==> config.mk <==
export PLATFORM = sky130hd
export DESIGN_NAME = gr_read_unit
export DESIGN_NICKNAME = d
export VERILOG_FILES = /design/src/rtl/gr_read_unit_pkg.sv /design/src/rtl/gr_read_unit_scoreboard.sv /design/src/rtl/gr_read_unit.sv
export SDC_FILE = /design/constraint.sdc
export NUM_CORES = 1
export LEC_CHECK = 0
export CORE_UTILIZATION = 40
export DETAILED_ROUTE_END_ITERATION = 8
export GPL_TIMING_DRIVEN = 1
export SKIP_CTS_REPAIR_TIMING = 1
export SLEW_MARGIN = 20
export SYNTH_ARGS = -nofsm -noshare
export SYNTH_HDL_FRONTEND = slang
export SYNTH_HIERARCHICAL = 1
export SYNTH_SLANG_ARGS = --single-unit
==> constraint.sdc <==
create_clock -name clk -period 4.74 [get_ports clk]
set_input_delay 0.474 -clock clk [delete_from_list [all_inputs] [get_ports clk]]
set_output_delay 0.474 -clock clk [all_outputs]
set_load 0.1 [all_outputs]
==> src/rtl/gr_read_unit_pkg.sv <==
// Shared sizing constants for the general-register read unit.
// Pairs with the `WORD_LENGTH macro used elsewhere in the CPU.
package gr_read_unit_pkg;

    localparam int unsigned DEF_WORD_LENGTH = 32;
    localparam int unsigned DEF_NUM_REGS    = 16;
    localparam int unsigned DEF_REG_ADDR_W  = 4;
    localparam int unsigned R0_IDX          = 0;

endpackage

==> src/rtl/gr_read_unit_scoreboard.sv <==
// Per-register busy scoreboard with set-over-clear priority, R0 masking and hazard flags.
// Optional macro GR_BYPASS_EN: a write-back in the current cycle resolves the hazard.
module gr_read_unit_scoreboard
    import gr_read_unit_pkg::*;
#(
    parameter int unsigned NUM_REGS   = DEF_NUM_REGS,
    parameter int unsigned REG_ADDR_W = DEF_REG_ADDR_W
) (
    input  logic                  clk,
    input  logic                  rst,
    input  logic                  iss_set,
    input  logic [REG_ADDR_W-1:0] iss_dest,
    input  logic                  wb_en,
    input  logic [REG_ADDR_W-1:0] wb_addr,
    input  logic [REG_ADDR_W-1:0] src_a,
    input  logic [REG_ADDR_W-1:0] src_b,
    output logic [NUM_REGS-1:0]   busy_vec,
    output logic                  hazard_a_c,
    output logic                  hazard_b_c
);

    logic [NUM_REGS-1:0] busy_d;

    // Issue marks after write-back clears so a same-cycle collision stays busy.
    always_comb begin
        busy_d = busy_vec;
        if (wb_en) begin
            busy_d[wb_addr] = 1'b0;
        end
        if (iss_set) begin
            busy_d[iss_dest] = 1'b1;
        end
        busy_d[R0_IDX] = 1'b0;
    end

    always_ff @(posedge clk) begin
        if (rst) begin
            busy_vec <= '0;
        end else begin
            busy_vec <= busy_d;
        end
    end

    always_comb begin
`ifdef GR_BYPASS_EN
        hazard_a_c = busy_vec[src_a] && !(wb_en && (wb_addr == src_a));
        hazard_b_c = busy_vec[src_b] && !(wb_en && (wb_addr == src_b));
`else
        hazard_a_c = busy_vec[src_a];
        hazard_b_c = busy_vec[src_b];
`endif
    end

endmodule

==> src/rtl/gr_read_unit.sv <==
// General-register file with one write-back port and a registered dual-operand read port.
// Optional macro GR_BYPASS_EN: forward same-cycle write-back data to the operand register.
module gr_read_unit
    import gr_read_unit_pkg::*;
#(
    parameter int unsigned WORD_LENGTH = DEF_WORD_LENGTH,
    parameter int unsigned NUM_REGS    = DEF_NUM_REGS,
    parameter int unsigned REG_ADDR_W  = DEF_REG_ADDR_W
) (
    input  logic                   clk,
    input  logic                   rst,
    input  logic                   rd_valid,
    output logic                   rd_ready,
    input  logic [REG_ADDR_W-1:0]  rd_a_addr,
    input  logic [REG_ADDR_W-1:0]  rd_b_addr,
    output logic                   out_valid,
    input  logic                   out_ready,
    output logic [WORD_LENGTH-1:0] out_a,
    output logic [WORD_LENGTH-1:0] out_b,
    input  logic                   iss_set,
    input  logic [REG_ADDR_W-1:0]  iss_dest,
    input  logic                   wb_en,
    input  logic [REG_ADDR_W-1:0]  wb_addr,
    input  logic [WORD_LENGTH-1:0] wb_data,
    output logic [NUM_REGS-1:0]    busy_vec
);

    localparam logic [REG_ADDR_W-1:0] R0_ADDR = REG_ADDR_W'(R0_IDX);

    logic [WORD_LENGTH-1:0] regs_q [NUM_REGS];
    logic                   hazard_a_c;
    logic                   hazard_b_c;
    logic                   accept_c;
    logic [WORD_LENGTH-1:0] op_a_c;
    logic [WORD_LENGTH-1:0] op_b_c;
    logic                   out_valid_d;
    logic [WORD_LENGTH-1:0] out_a_d;
    logic [WORD_LENGTH-1:0] out_b_d;

    gr_read_unit_scoreboard #(
        .NUM_REGS   (NUM_REGS),
        .REG_ADDR_W (REG_ADDR_W)
    ) u_scoreboard (
        .clk        (clk),
        .rst        (rst),
        .iss_set    (iss_set),
        .iss_dest   (iss_dest),
        .wb_en      (wb_en),
        .wb_addr    (wb_addr),
        .src_a      (rd_a_addr),
        .src_b      (rd_b_addr),
        .busy_vec   (busy_vec),
        .hazard_a_c (hazard_a_c),
        .hazard_b_c (hazard_b_c)
    );

    // Register array; R0 is never written so it stays zero after reset.
    always_ff @(posedge clk) begin
        if (rst) begin
            for (int unsigned i = 0; i < NUM_REGS; i++) begin
                regs_q[i] <= '0;
            end
        end else if (wb_en && (wb_addr != R0_ADDR)) begin
            regs_q[wb_addr] <= wb_data;
        end
    end

    // Operand selection; R0 forced to zero after any forwarding.
    always_comb begin
        op_a_c = regs_q[rd_a_addr];
        op_b_c = regs_q[rd_b_addr];
`ifdef GR_BYPASS_EN
        if (wb_en && (wb_addr == rd_a_addr)) begin
            op_a_c = wb_data;
        end
        if (wb_en && (wb_addr == rd_b_addr)) begin
            op_b_c = wb_data;
        end
`endif
        if (rd_a_addr == R0_ADDR) begin
            op_a_c = '0;
        end
        if (rd_b_addr == R0_ADDR) begin
            op_b_c = '0;
        end
    end

    assign rd_ready = (!out_valid || out_ready) && !hazard_a_c && !hazard_b_c;
    assign accept_c = rd_valid && rd_ready;

    // Output slot: load on accept, hold under backpressure, empty when drained.
    always_comb begin
        out_valid_d = out_valid;
        out_a_d     = out_a;
        out_b_d     = out_b;
        if (accept_c) begin
            out_valid_d = 1'b1;
            out_a_d     = op_a_c;
            out_b_d     = op_b_c;
        end else if (out_ready) begin
            out_valid_d = 1'b0;
        end
    end

    always_ff @(posedge clk) begin
        if (rst) begin
            out_valid <= 1'b0;
            out_a     <= '0;
            out_b     <= '0;
        end else begin
            out_valid <= out_valid_d;
            out_a     <= out_a_d;
            out_b     <= out_b_d;
        end
    end

endmodule

==> out/metrics.cfg, run 1 <==
[floorplanning]
fp.dieArea_um2=75200
pin_count=136
fp.dieW_um=274
die_y_um=274
rows=99
initial_utilization=0.405
core_um2=73200

[timing]
slew_viol_final=0
finalCritPeriodShare=0.683
fmax_mhz=309
fin_setup_tns_ps=0
relSlewSlack=0.307
finalHoldViolCount=0
fin_crit_ps=3240
worst_slew_pin_slew_ps=1040
rsz0062_at_grt=false
setup_violations=0
fin_skew_ps=17.3

[yosys]
ys.flop_type=edfxtp_1
synth-seq-cells=592
syn_area_per_cell_um2=15.6
yosysSeqAreaShare=0.573
synth_top_area_cell=edfxtp_1
syn_area_um2=29700
yosysWarnings=6
async_flop_share=0
synth_edf_count=512
synth_cell_types=37
synth_cells=1903
synth_top_area_frac=0.519
synth_area_leaders=edfxtp_1, mux4_2, and2_1

[final_layout]
fin_area_um2=34200
fin_util=0.467
num_antenna_cells=0
final_cell_count_no_fill=3024
nets=2067
syn2layout_area_growth_pct=15.2
drive_above_1_share=0.250

[global_routing]
gr-total-overflow=0
grt_max_degree=130
grt_pass1_vias=18600
grt_usage=0.230
grt_pass1_wl_um=125000
antenna_found_initial=6

[clock_tree]
cts_root_buf=clkbuf_16
cts.sinks=592
clk_path_buf_depth=3
clk_latency_ps=630
numCtsBuffers=61
cts_tree=built
htreeDepth=2
path_clk_slew_ps=60

[routing]
routed.top_layer=met4
wl_met3_um=4950
drt_wl_total_um=85900
drt_iter0_markers=1612
vias_per_cell=5.80
drtPass1Iterations=7
avgRoutedWirePerCell_um=28.4
wl_met2_um=42600
drc=0
num_vias=17500
ant_nets=0
drt-met1-wl_um=36200

[place]
gp_congestion=0.786
dp.final_hpwl_um=49000
dp_cells=2909
placedInstanceArea_um2=32200
io_buffers=134

[setup_path]
reg2reg_from=u_scoreboard/busy_vec[15]
crit_start=rd_a_addr[3]
cp.arrival_ps=2760
end_kind=primary output
rr_worst_depth=8
crit_required_ps=4270
crit_type=in -> out
critical_path.startpoint_type=primary input
crit_fanout=8

[min_path]
whs_path_depth=4
hp-class=in -> reg
hp-start=rd_a_addr[1]

[power]
leakagePower_uw=0.0118
powerDensity_nw_per_um2=371
peakVddDrop_uv=264
power_uw=12700

[outcome]
status=finished clean

[flow_run]
cap_violations=0

-- worst max-delay path, cell delays in order --
cell and delay (ps):
clkdlybuf4s50_1 650, mux4_2 550, o22ai_1 180, a31oi_1 70, nor2_1 230, and2_1 270
buf_4 330
-- Yosys cell counts, drive strengths merged (9+ instances only) --
cell	number
clkbuf	111
o21ai	15
a221o	64
nand2b	9
and2	481
nand2	17
buf	63
or2	16
a21oi	17
mux4	260
edfxtp	512
mux2i	68
dfxtp	80
nor2	79
mux2	66
-- area by class of cell --
| class | count | area [um2] |
|---|---|---|
| multi-input cells | 1166 | 12100 |
| clock inverters | 22 | 166 |
| well taps | 959 | 1200 |
| clock buffers | 93 | 1810 |
| fillers | 6285 | 39100 |
| inverters | 2 | 7.51 |
| repair buffers | 190 | 1920 |
| flip-flops and latches | 592 | 17000 |
-- sequential cells by signal, indices dropped and copies added (netlist names) --
register	cells
regs_q	512
out_a	32
out_b	32
u_scoreboard/busy_vec	15
out_valid	1
-- path summary, 6_finish.rpt --
check | endpoint | slack, ps
max reg2reg | out_b[16] | 2200
min | out_a[31] | 430
max | rd_ready | 1500
min reg2reg | out_b[16] | 500
-- cell families (layout without fill, tap and decap cells) --
family	count (synthesis)	count (layout)	share of synthesized area
AND/OR/NAND/NOR	635	635	0.126
flip-flops	592	592	0.573
multiplexers	394	394	0.245
buffers and inverters	176	307	0.0266
AO/OA/AOI/OAI	104	104	0.0289
other	2	33	0.000253
-- stage by stage --
step / hold WS (ps) / worst slack [ps]
global placement: 483 / 1360
global route: 472 / 1380
floorplan: 543 / 1210
CTS: 399 / 1510
detailed placement: 482 / 1350
finish: 429 / 1500
-- layout by cell type (no fill, tap or decap), types with 3 or more instances in the layout --
cell	count
edfxtp_1	512
and2_1	481
mux4_2	260
clkdlybuf4s50_1	126
dfxtp_1	80
mux2i_1	68
nor2_1	67
mux2_2	64
a221o_1	64
clkbuf_16	63
buf_4	44
conb_1	33
clkbuf_1	18
nand2_1	17
a21oi_1	16
or2_2	15
clkinv_2	14
buf_12	13
nor2_2	12
clkbuf_8	12
o21ai_0	12
nand2b_1	9
nand3_1	7
buf_6	6
nor3_2	5
nor2b_1	4
nand3b_1	4
a31oi_1	4
clkinv_1	3
o21ai_1	3
-- routing by layer --
layer / track usage / vias to the layer above
met5: 0 / -
met2: 0.390 / 582
met3: 0.0271 / 125
met1: 0.314 / 9296
met4: 0.0623 / 0
li1: - / 7527
-- power by group --
part	total [uW]	internal, uW	switching [uW]
Sequential	6140	5970	172
Combinational	1710	690	1020
Clock	4810	2730	2080
Total	12700	9390	3270
Power figures use the tool's default switching activity.
==> run 2, diff against run 1 <==
==> constraint.sdc (replaced) <==
create_clock -name clk -period 3.3 [get_ports clk]
set_input_delay 0.33 -clock clk [delete_from_list [all_inputs] [get_ports clk]]
set_output_delay 0.33 -clock clk [all_outputs]
set_load 0.1 [all_outputs]
==> out/metrics.cfg, run 2 (synthesized netlist as in run 1, its figures left out) <==
[clock_tree]
clk_path_buf_depth=3
cts_tree=built
numCtsBuffers=61
cts.sinks=592
cts_root_buf=clkbuf_16
htreeDepth=2
clk_latency_ps=640
path_clk_slew_ps=50

[power]
pwr-share-clk=0.375
p_seq_frac=0.487
p_sw_frac=0.256
p_int_uw=13500
pwr-share-comb=0.138
p_sw_uw=4630
power_uw=18100
peakVddDrop_uv=456
leakagePower_uw=0.0119
powerDensity_nw_per_um2=527

[timing]
fmax_mhz=368
rsz0062_at_grt=false
finalCritPeriodShare=0.823
worst_slew_pin_slew_ps=1030
setup_violations=0
fin_setup_tns_ps=0
fin_crit_ps=2720
finalHoldViolCount=0
fin_skew_ps=27.3
relSlewSlack=0.313
slew_viol_final=0

[floorplanning]
initial_utilization=0.405
die_y_um=274
fp.dieArea_um2=75200
core_um2=73200
fp.dieW_um=274
rows=99
pin_count=136

[global_routing]
grt_pass1_vias=18500
grt_max_degree=121
antenna_found_initial=1
gr-total-overflow=0
grt_pass1_wl_um=124000
grt_usage=0.228

[routing]
drc=2
drt_wl_total_um=84800
drtPass1Iterations=7
vias_per_cell=5.76
num_vias=17500
drt_iter0_markers=1525
avgRoutedWirePerCell_um=27.9
ant_nets=0

[setup_path]
crit_type=reg -> out
crit_fanout=4
crit_required_ps=2970
end_kind=primary output
cp.arrival_ps=2390
critical_path.startpoint_type=flip-flop

[outcome]
violations=design-rule violations
status=finished with violations

[final_layout]
final_cell_mix=edfxtp_1, and2_1, mux4_2
largest_register_ff_count=512
nFillCells=6224
drive_above_1_share=0.255
nets=2085
layout_commonest_cell=edfxtp_1
final_cell_count_no_fill=3042
syn2layout_area_growth_pct=15.9
top_regs=regs_q: 512 flops, out_a: 32 flops, out_b: 32 flops
regMostFlops=regs_q

[min_path]
hp-class=in -> reg

[place]
dp_cells=2927
io_buffers=134
dp.final_hpwl_um=49600
gp_congestion=0.819

[flow_run]
cap_violations=0

-- run 2: through the flow --
stage / utilization / hold slack, ps / setup WS (ps) / instance area (um2)
after floorplan: - / 399 / 170 / 29800
after global placement: 0.443 / 485 / 335 / 32400
after detailed placement: 0.443 / 496 / 291 / 32400
after CTS: 0.470 / 308 / 559 / 34400
after global routing: 0.470 / 321 / 475 / 34400
final: 0.470 / 336 / 583 / 34400
-- run 2: worst max-delay path, cell delays in order, from the launching register on --
cell and delay, ps:
dfxtp_1 350, mux4_2 490, o22ai_1 190, a31oi_1 60, nor2_1 220, and2_2 260, buf_12 200
-- run 2: metal layers --
| metal | share of wire | wire length (um) | global-route usage |
|---|---|---|---|
| met1 | 0.40 | 34100 | 0.301 |
| met4 | 0.027 | 2300 | 0.0655 |
| met5 | 0 | 0 | 0 |
| met2 | 0.51 | 42900 | 0.391 |
| met3 | 0.065 | 5510 | 0.0312 |
-- run 2: worst paths after layout --
kind | from | endpoint | slack, ps | cells after the start
hold reg to reg | out_a[11] | out_a[11] | 510 | 1
hold / removal | rst | regs_q[0][30] | 340 | 2
setup / recovery | u_scoreboard/busy_vec[15] | rd_ready | 580 | 6
setup reg to reg | u_scoreboard/busy_vec[15] | out_b[15] | 820 | 8
-- run 2: power groups by stage --
| stage | Combinational [uW] | Sequential [uW] | Clock, uW |
|---|---|---|---|
| 6_report | 2500 | 8820 | 6790 |
| 5_1_grt | 2610 | 8870 | 7180 |
| 4_1_cts | 2520 | 8820 | 6890 |
| 3_5_place_dp | 2510 | 8980 | 0 |
| 3_3_place_gp | 2500 | 8940 | 0 |
| 2_1_floorplan | 1270 | 9360 | 0 |
-- run 2: layout make-up --
class / instances / area, um2 / share of cell area
flip-flops and latches: 592 / 17000 / 0.494
diodes: 1 / 2.50 / 0.0000728
well taps: 959 / 1200 / 0.0349
clock inverters: 13 / 113 / 0.00328
clock buffers: 101 / 1850 / 0.0538
multi-input cells: 1166 / 12100 / 0.351
inverters: 2 / 7.51 / 0.000218
repair buffers: 208 / 2160 / 0.0628
==> run 3, diff against run 2 <==
==> constraint.sdc (replaced) <==
create_clock -name clk -period 2.21 [get_ports clk]
set_input_delay 0.221 -clock clk [delete_from_list [all_inputs] [get_ports clk]]
set_output_delay 0.221 -clock clk [all_outputs]
set_load 0.1 [all_outputs]
==> out/metrics.cfg, run 3 (synthesized netlist as in run 1, its figures left out) <==
[clock_tree]
clk_path_buf_depth=3
clk_latency_ps=620
numCtsBuffers=66
cts.sinks=592
htreeDepth=3
cts_root_buf=clkbuf_16
path_clk_slew_ps=60
cts_tree=built

[setup_path]
path_delay_family=multiplexers
crit_chain=mux4_2, o22ai_2, a31oi_1, nor2_2, and2_4, buf_6, buf_12
reg2reg_slack_ps=-140
reg2reg_from=u_scoreboard/busy_vec[15]
crit_fanout=3
rr_worst_depth=10
crit_cells=7
cpMaxStageDelayCell=mux4_2
end_kind=primary output
crit_required_ps=1990
max_stage_delay_ps=470
critical_path.startpoint_type=flip-flop
cp_num_buf_inv=2
regToRegEndpoint=out_b[14]
crit_type=reg -> out
crit_path_end=rd_ready
crit_start=u_scoreboard/busy_vec[15]
cp.arrival_ps=2240

[place]
dp_slack_ps=-520
io_buffers=134
gp_congestion=0.827
dp.final_hpwl_um=56300
placedInstanceArea_um2=33300
dp_cells=2991

[power]
peakVddDrop_uv=622
leakagePower_uw=0.0127
powerDensity_nw_per_um2=773
power_uw=27500

[timing]
rsz0062_at_grt=true
timing.final.ws_setup_ps=-251
relSlewSlack=0.552
fmax_mhz=406
fin_crit_ps=2460
setup_violations=65
worst_slew_pin_slew_ps=671
slew_viol_final=0
finalHoldViolCount=0
finalCritPeriodShare=1.11
fin_skew_ps=28.8

[floorplanning]
rows=99
core_um2=73200
fp.dieArea_um2=75200
pin_count=136
initial_utilization=0.405
fp.dieW_um=274
die_y_um=274

[routing]
ant_nets=0
drt_iter0_markers=1507
avgRoutedWirePerCell_um=28.3
num_vias=18000
vias_per_cell=5.75
drt_wl_total_um=88500
drc=6
drtPass1Iterations=8

[final_layout]
nFillCells=6176
syn2layout_area_growth_pct=20.1
final_cell_mix=edfxtp_1, and2_1, mux4_2
drive_above_1_share=0.326
fin_util=0.486
multiInputGateArea_um2=12100
nets=2168
seq_area_um2=17000
top_regs=regs_q: 512 flops, out_a: 32 flops, out_b: 32 flops
fin_area_um2=35600
num_antenna_cells=0
layout_commonest_cell=edfxtp_1
largest_register_ff_count=512
regMostFlops=regs_q
final_cell_count_no_fill=3124

[outcome]
violations=design-rule violations, negative setup slack
status=finished with violations

[global_routing]
antenna_found_initial=0
grt_max_degree=89
grt_usage=0.236
gr-total-overflow=0
grt_pass1_vias=19000
grt_pass1_wl_um=127000

[min_path]
hp-start=rd_a_addr[1]
hp-class=in -> reg

[flow_run]
cap_violations=0

[run 3: worst min path at each step]
stage	to	slack, ps	cells past startpoint
floorplan	u_scoreboard/busy_vec[12]	280	1
global placement	out_b[15]	490	1
global route	out_a[29]	220	4
finish	out_a[29]	180	4
detailed placement	out_b[15]	490	1
CTS	out_a[29]	150	4
[run 3: tightest hold or removal path, delay by kind of cell]
| family | cells | cell delay (ps) |
|---|---|---|
| buffers and inverters | 1 | 170 |
| muxes | 1 | 150 |
| AOI/OAI and AO/OA | 1 | 100 |
| and+or+nand+nor | 1 | 80 |
[run 3: cell type report]
type                       instances  area share
sequential                       592       0.478
inverter                           2    0.000211
tap                              959      0.0337
clock inverter                    30     0.00485
multi-input combinational       1166       0.339
timing repair buffer             286      0.0926
clock buffer                      89      0.0511
[run 3: metal layers]
layer  up-vias  wire, um  GRT usage  share of wire
li1       7729         -          -              -
met1      9460     34700      0.294           0.39
met2       645     46000      0.414           0.52
met3       133      5040     0.0344          0.057
met4         0      2720     0.0855          0.031
met5         -         0          0              0
[run 3: through the flow]
step                hold slack (ps)  TNS [ps]
CTS                             154     -1860
global route                    216     -9150
floorplan                       280    -16000
detailed placement              491    -45860
global placement                495    -43080
finish                          176     -5100
[run 3: power breakdown]
| part | internal [uW] | total, uW | leakage (uW) | switching [uW] |
|---|---|---|---|---|
| combinational | 1710 | 4020 | 0.00619 | 2310 |
| clock | 5800 | 10300 | 0.000970 | 4540 |
| sequential | 12800 | 13200 | 0.00555 | 376 |
